**config.mk**
```make
export PLATFORM = sky130hd
export DESIGN_NAME = ps2_command_transmitter
export DESIGN_NICKNAME = d
export VERILOG_FILES = /design/src/rtl/ps2_command_transmitter_pkg.sv /design/src/rtl/ps2_line_sync.sv /design/src/rtl/ps2_command_transmitter.sv
export SDC_FILE = /design/constraint.sdc
export NUM_CORES = 1
export LEC_CHECK = 0
export BUFFER_PORTS_ARGS = -buffer_cell sky130_fd_sc_hd__buf_4
export CORE_ASPECT_RATIO = 0.75
export CORE_MARGIN = 8
export CORE_UTILIZATION = 60
export DETAILED_ROUTE_END_ITERATION = 6
export PLACE_DENSITY = 0.9
export REMOVE_ABC_BUFFERS = 1
export SLEW_MARGIN = 10
export SYNTH_ARGS = -nofsm -noshare
export SYNTH_HDL_FRONTEND = slang
export SYNTH_SLANG_ARGS = --single-unit
```
**constraint.sdc**
```tcl
create_clock -name clk -period 2.1 [get_ports clk]
set_clock_uncertainty 0.05 [all_clocks]
set_input_delay 0.21 -clock clk [delete_from_list [all_inputs] [get_ports clk]]
set_output_delay 0.21 -clock clk [all_outputs]
set_load 0.1 [all_outputs]
```
**src/rtl/ps2_command_transmitter_pkg.sv**
```systemverilog
// Shared PS/2 definitions: command/response codes, transmitter state encoding
// and the frame parity helper.
package ps2_command_transmitter_pkg;

  localparam logic [7:0] PS2_CMD_SET_LEDS = 8'hED;
  localparam logic [7:0] PS2_CMD_RESET    = 8'hFF;
  localparam logic [7:0] PS2_CMD_ENABLE   = 8'hF4;
  localparam logic [7:0] PS2_ACK_CODE     = 8'hFA;

  typedef enum logic [3:0] {
    S_IDLE       = 4'd0,
    S_INHIBIT    = 4'd1,
    S_REQ        = 4'd2,
    S_WAIT_START = 4'd3,
    S_SHIFT      = 4'd4,
    S_ACK        = 4'd5,
    S_WAIT_IDLE  = 4'd6,
    S_DONE       = 4'd7,
    S_ERR        = 4'd8
  } tx_state_t;

  // PS/2 frames use odd parity over the eight data bits.
  function automatic logic odd_parity(input logic [7:0] b);
    return ~^b;
  endfunction

endpackage

```
**src/rtl/ps2_line_sync.sv**
```systemverilog
// Two-flop synchroniser for the PS/2 clock and data pins plus a one-cycle
// pulse on each synchronised clock falling edge. Shared with the receive path.
module ps2_line_sync (
  input  logic clk,
  input  logic resetn,
  input  logic ps2_clk_in,
  input  logic ps2_dat_in,
  output logic clk_sync,
  output logic dat_sync,
  output logic clk_fall
);

  logic [1:0] clk_ff;
  logic [1:0] dat_ff;
  logic       clk_prev;

  // Idle bus level is high, so reset to 1 to avoid a false edge at reset exit.
  always_ff @(posedge clk or negedge resetn) begin
    if (!resetn) begin
      clk_ff   <= '1;
      dat_ff   <= '1;
      clk_prev <= 1'b1;
    end else begin
      clk_ff   <= {clk_ff[0], ps2_clk_in};
      dat_ff   <= {dat_ff[0], ps2_dat_in};
      clk_prev <= clk_ff[1];
    end
  end

  assign clk_sync = clk_ff[1];
  assign dat_sync = dat_ff[1];
  assign clk_fall = clk_prev & ~clk_ff[1];

endmodule

```
**src/rtl/ps2_command_transmitter.sv**
```systemverilog
// Host-to-device PS/2 transmitter: inhibits the bus, requests to send, shifts
// out one command byte on device clock falls and checks the device ACK.
module ps2_command_transmitter #(
  parameter int unsigned INHIBIT_CYCLES = 5000,
  parameter int unsigned START_TIMEOUT  = 750000,
  parameter int unsigned XFER_TIMEOUT   = 100000
) (
  input  logic       clk,
  input  logic       resetn,
  input  logic       cmd_valid,
  input  logic [7:0] cmd_data,
  output logic       cmd_ready,
  input  logic       ps2_clk_in,
  input  logic       ps2_dat_in,
  output logic       ps2_clk_oe,
  output logic       ps2_dat_oe,
  output logic       tx_busy,
  output logic       tx_done,
  output logic       tx_error
);

  import ps2_command_transmitter_pkg::*;

  localparam int unsigned TMAX_A = (INHIBIT_CYCLES > START_TIMEOUT) ? INHIBIT_CYCLES : START_TIMEOUT;
  localparam int unsigned TMAX   = (TMAX_A > XFER_TIMEOUT) ? TMAX_A : XFER_TIMEOUT;
  localparam int unsigned TW     = $clog2(TMAX + 1);

  localparam logic [TW-1:0] INH_LAST   = TW'(INHIBIT_CYCLES - 1);
  localparam logic [TW-1:0] START_LAST = TW'(START_TIMEOUT - 1);
  localparam logic [TW-1:0] XFER_LAST  = TW'(XFER_TIMEOUT - 1);

  tx_state_t     state, state_n;
  logic [TW-1:0] timer;
  logic [8:0]    shreg;
  logic          tx_bit;
  logic [3:0]    bit_cnt;

  logic clk_sync, dat_sync, clk_fall;
  logic load, shift_en, timer_clr;

  ps2_line_sync u_sync (
    .clk       (clk),
    .resetn    (resetn),
    .ps2_clk_in(ps2_clk_in),
    .ps2_dat_in(ps2_dat_in),
    .clk_sync  (clk_sync),
    .dat_sync  (dat_sync),
    .clk_fall  (clk_fall)
  );

  always_ff @(posedge clk or negedge resetn) begin
    if (!resetn) state <= S_IDLE;
    else         state <= state_n;
  end

  // Saturating timer shared by the inhibit, start and transfer phases.
  always_ff @(posedge clk or negedge resetn) begin
    if (!resetn)              timer <= '0;
    else if (timer_clr)       timer <= '0;
    else if (timer != '1)     timer <= timer + TW'(1);
  end

  // Shifting in ones means the tenth fall naturally presents the stop bit (released line).
  always_ff @(posedge clk or negedge resetn) begin
    if (!resetn) begin
      shreg   <= '1;
      tx_bit  <= 1'b1;
      bit_cnt <= '0;
    end else if (load) begin
      shreg   <= {odd_parity(cmd_data), cmd_data};
      tx_bit  <= 1'b0;
      bit_cnt <= '0;
    end else if (shift_en) begin
      tx_bit  <= shreg[0];
      shreg   <= {1'b1, shreg[8:1]};
      bit_cnt <= bit_cnt + 4'd1;
    end
  end

  always_comb begin
    state_n    = state;
    cmd_ready  = 1'b0;
    ps2_clk_oe = 1'b0;
    ps2_dat_oe = 1'b0;
    tx_done    = 1'b0;
    tx_error   = 1'b0;
    load       = 1'b0;
    shift_en   = 1'b0;
    timer_clr  = 1'b0;
    unique case (state)
      S_IDLE: begin
        cmd_ready = 1'b1;
        if (cmd_valid) begin
          load      = 1'b1;
          timer_clr = 1'b1;
          state_n   = S_INHIBIT;
        end
      end
      S_INHIBIT: begin
        ps2_clk_oe = 1'b1;
        if (timer >= INH_LAST) begin
          timer_clr = 1'b1;
          state_n   = S_REQ;
        end
      end
      S_REQ: begin
        ps2_clk_oe = 1'b1;
        ps2_dat_oe = 1'b1;
        timer_clr  = 1'b1;
        state_n    = S_WAIT_START;
      end
      S_WAIT_START: begin
        ps2_dat_oe = 1'b1;
        if (clk_fall) begin
          shift_en  = 1'b1;
          timer_clr = 1'b1;
          state_n   = S_SHIFT;
        end else if (timer >= START_LAST) begin
          state_n = S_ERR;
        end
      end
      S_SHIFT: begin
        ps2_dat_oe = ~tx_bit;
        if (timer >= XFER_LAST) begin
          state_n = S_ERR;
        end else if (clk_fall) begin
          shift_en = 1'b1;
          if (bit_cnt == 4'd9) state_n = S_ACK;
        end
      end
      S_ACK: begin
        if (timer >= XFER_LAST)  state_n = S_ERR;
        else if (clk_fall)       state_n = dat_sync ? S_ERR : S_WAIT_IDLE;
      end
      S_WAIT_IDLE: begin
        if (timer >= XFER_LAST)         state_n = S_ERR;
        else if (clk_sync && dat_sync)  state_n = S_DONE;
      end
      S_DONE: begin
        tx_done = 1'b1;
        state_n = S_IDLE;
      end
      S_ERR: begin
        tx_error = 1'b1;
        state_n  = S_IDLE;
      end
      default: state_n = S_IDLE;
    endcase
  end

  assign tx_busy = (state != S_IDLE);

endmodule

```
==> results.py <==
metrics = {
    "die": {
        "die_area_um2": 7350,
        "ioPinCount": 19,
        "die_y_um": 76.3,
        "rows": 22,
        "floorplan.core_area_um2": 4790,
        "start_util": 0.606,
        "die-width_um": 96.3,
    },
    "final_layout": {
        "nNetsFinal": 368,
        "drive_above_1_share": 0.295,
        "areaGrowthSynthToFinish_pct": 16.2,
        "number_of_antenna_diodes": 0,
    },
    "logic_synthesis": {
        "number_of_unique_standard_cell_types_used_by_synthesis": 61,
        "synth.yosys.seq_area_share": 0.377,
        "synth_async_sr_flop_share": 1.00,
        "ys_dominant_reg_cell": "dfrtp_1",
        "synthesis_warnings": 0,
        "ys_seq_elements": 43,
        "synth_area_per_cell_um2": 9.22,
        "netlist_area_um2": 2900,
        "syn_inst": 315,
        "synth_edf_count": 0,
    },
    "pwr": {
        "irDropWorstVdd_mv": 1.35,
        "power_uw": 3220,
        "power_leakage_uw": 0.00144,
        "cellPowerDensity_nw_per_um2": 954,
    },
    "sta": {
        "tightestPinTransition_ns": 0.560,
        "timing.final.setup_violations": 0,
        "timing_max_transition_violations_final": 0,
        "clock.fmax_mhz": 488,
        "fin_crit_ns": 2.05,
        "report.final.hold_viol_count": 0,
        "max_slew_margin": 0.627,
        "whs_ns": 0.121,
        "fin_crit_sh": 0.976,
        "grt_setup_unrepaired": "yes",
    },
    "flow_run": {
        "max_cap_viol_count": 0,
    },
    "placement": {
        "globalplace.congestion": 0.966,
        "hpwl_um": 5440,
        "count_of_buffers_inserted_at_the_top_level_ports": 18,
    },
    "routing": {
        "wl_per_cell_um": 18.0,
        "drt-total-wl_um": 7440,
        "drt.antenna.violating_nets": 0,
        "routed-via-count": 2710,
        "drt-initial-drc-count": 281,
        "drc_errors": 0,
        "post_drt_via_cell_ratio": 6.56,
        "drt_pass1_iterations": 5,
    },
    "clock_network": {
        "clk_transition_reported_paths_ns": 0.08,
        "clock_tree.root_cell": "clkbuf_8",
        "tritoncts.num_buffers": 5,
        "cts_tree": "yes",
        "clock_insertion_delay_worst_skew_ns": 0.29,
        "tritoncts_num_sinks": 43,
        "max-clock-path-buffers": 2,
        "htree_num_levels": 2,
    },
    "global_route": {
        "global_route_wire_length_before_repair_um": 12300,
        "antenna_found_initial": 0,
        "first_global_vias": 2571,
        "grt_usage": 0.204,
        "grt_start_max_net_pins": 44,
        "gr-total-overflow": 0,
    },
    "worst_setup_path": {
        "cp_data_arrival_time_ns": 2.22,
        "worstSetupPathType": "flop to flop",
        "endpoint_kind_of_the_worst_setup_timing_path": "flop",
        "timing.critical_path.from_type": "flop",
        "worstPathRequired_ns": 2.27,
        "crit_path_max_fanout": 7,
    },
    "min_path": {
        "worstHoldPathType": "input port to flop",
    },
    "run_status": {
        "outcome": "finished, final reports clean",
    },
}
[cell usage after synthesis, types with 2 or more instances]
library cell  instances  area share
o31ai_1               6       0.016
buf_6                 4       0.016
nand3_2               2      0.0069
xnor2_1               8       0.024
mux2i_1               6       0.021
and3_1                5       0.011
xor2_1               11       0.033
a2111oi_2             4       0.021
or3_1                 5       0.011
a211oi_1              4       0.010
nor3_1               12       0.021
o21ai_1               2      0.0034
a31oi_1               2      0.0043
nor2_1               40       0.052
nor3_2                3       0.010
a2111oi_1             4       0.014
clkbuf_1              5      0.0065
a31o_1                2      0.0060
nor4_1                2      0.0043
o211ai_1             13       0.034
nand2b_1              2      0.0043
inv_1                 8       0.010
buf_4                 2      0.0052
a311oi_1              4       0.012
or4_1                 3      0.0078
nor3_4                3       0.017
buf_2                 9       0.016
nand4_1               3      0.0065
o21ai_0               4      0.0069
nand2_1              20       0.026
o22ai_1               2      0.0043
nor2b_1               2      0.0043
dfstp_2              15        0.14
ha_1                  3       0.013
dfrtp_1              28        0.24
o2111ai_1             5       0.015
and2_1                4      0.0086
or2_1                 2      0.0043
nand3_1              16       0.028
a21oi_1              19       0.033
[power breakdown]
| part | leakage [µW] | internal, µW | switching [µW] |
|---|---|---|---|
| Clock | 0.0000422 | 234 | 289 |
| Sequential | 0.000538 | 1080 | 211 |
| Combinational | 0.000859 | 516 | 884 |
| Total | 0.00144 | 1830 | 1380 |
[logic make-up (layout without fill, tap and decap cells)]
kind of cell	after synthesis	after routing	share of synthesized area
simple gates	132	132	0.249
compound gates	82	82	0.221
flops	43	43	0.377
buf+inv	30	68	0.0612
xor+xnor	19	19	0.0573
mux	6	6	0.0207
fa+ha+maj	3	3	0.0129
[repair_timing]
action	in CTS	in global routing
endpoints found under the hold margin	30	0
setup endpoints to repair	0	15
hold buffers	3	0
gates resized for setup	0	12
setup buffers	0	3
[cells in the final DEF, fill, tap and decap left out, types with 3 or more instances in the layout]
cell type / count
a2111oi_2: 6
a21oi_1: 19
a311oi_1: 4
and2_1: 4
and3_1: 5
buf_4: 48
clkbuf_8: 5
dfrtp_1: 28
dfstp_2: 15
dlygate4sd3_1: 3
inv_1: 8
mux2i_1: 6
nand2_1: 20
nand3_1: 16
nand4_1: 3
nor2_1: 39
nor3_1: 9
nor3_2: 5
nor3_4: 4
o2111ai_1: 4
o211ai_1: 13
o21ai_0: 4
o31ai_1: 5
or3_1: 5
or4_1: 3
xnor2_1: 8
xor2_1: 11
[layer usage]
layer | up-vias | wire (µm) | GRT usage
li1 | 1245 | - | -
met1 | 1316 | 3230 | 0.293
met2 | 135 | 3460 | 0.296
met3 | 14 | 637 | 0.0453
met4 | 0 | 117 | 0.0603
met5 | - | 0 | 0
[state kept, by name, indices dropped and copies added, names as in the netlist]
name             cells
bit_cnt              4
u_sync.dat_ff        2
u_sync.clk_prev      1
tx_bit               1
state                4
timer               20
u_sync.clk_ff        2
shreg                9
[critical path: stages, from the launching register on]
cell	delay, ns
dfrtp_1	0.46
o211ai_1	0.17
o211ai_1	0.46
o21ai_1	0.26
a31oi_4	0.35
mux2i_1	0.24
[through the flow]
step	cells	setup TNS, ns	area [µm²]	setup WS [ns]	util
after floorplan	294	-11.93	2760	-0.982	-
after global placement	399	0	3180	0.125	0.664
after detailed placement	399	0	3180	0.0786	0.664
after CTS	410	0	3290	0.0685	0.687
after global routing	413	-0.0723	3370	-0.0454	0.705
final	413	0	3370	0.0507	0.705
[path summary, 6_finish.rpt]
kind	slack, ns	startpoint	cells past startpoint	endpoint
setup / recovery	0.05	timer[7]	5	bit_cnt[0]
hold / removal	0.12	cmd_data[4]	3	shreg[4]
setup reg to reg	0.05	timer[7]	5	bit_cnt[0]
hold reg to reg	0.31	u_sync.dat_ff[0]	0	u_sync.dat_ff[1]
max in group asynchronous	1.21	resetn	2	shreg[1]
min in group asynchronous	0.39	resetn	2	timer[1]
[final cells by class]
cell class | count | area [µm²]
flip-flops and latches | 43 | 1090
repair buffers | 51 | 390
well taps | 60 | 75.1
fillers | 357 | 1420
inverters | 9 | 33.8
multi-input cells | 242 | 1700
clock inverters | 1 | 5.00
clock buffers | 7 | 76.3
No activity file was read; power rests on OpenSTA's default activity.
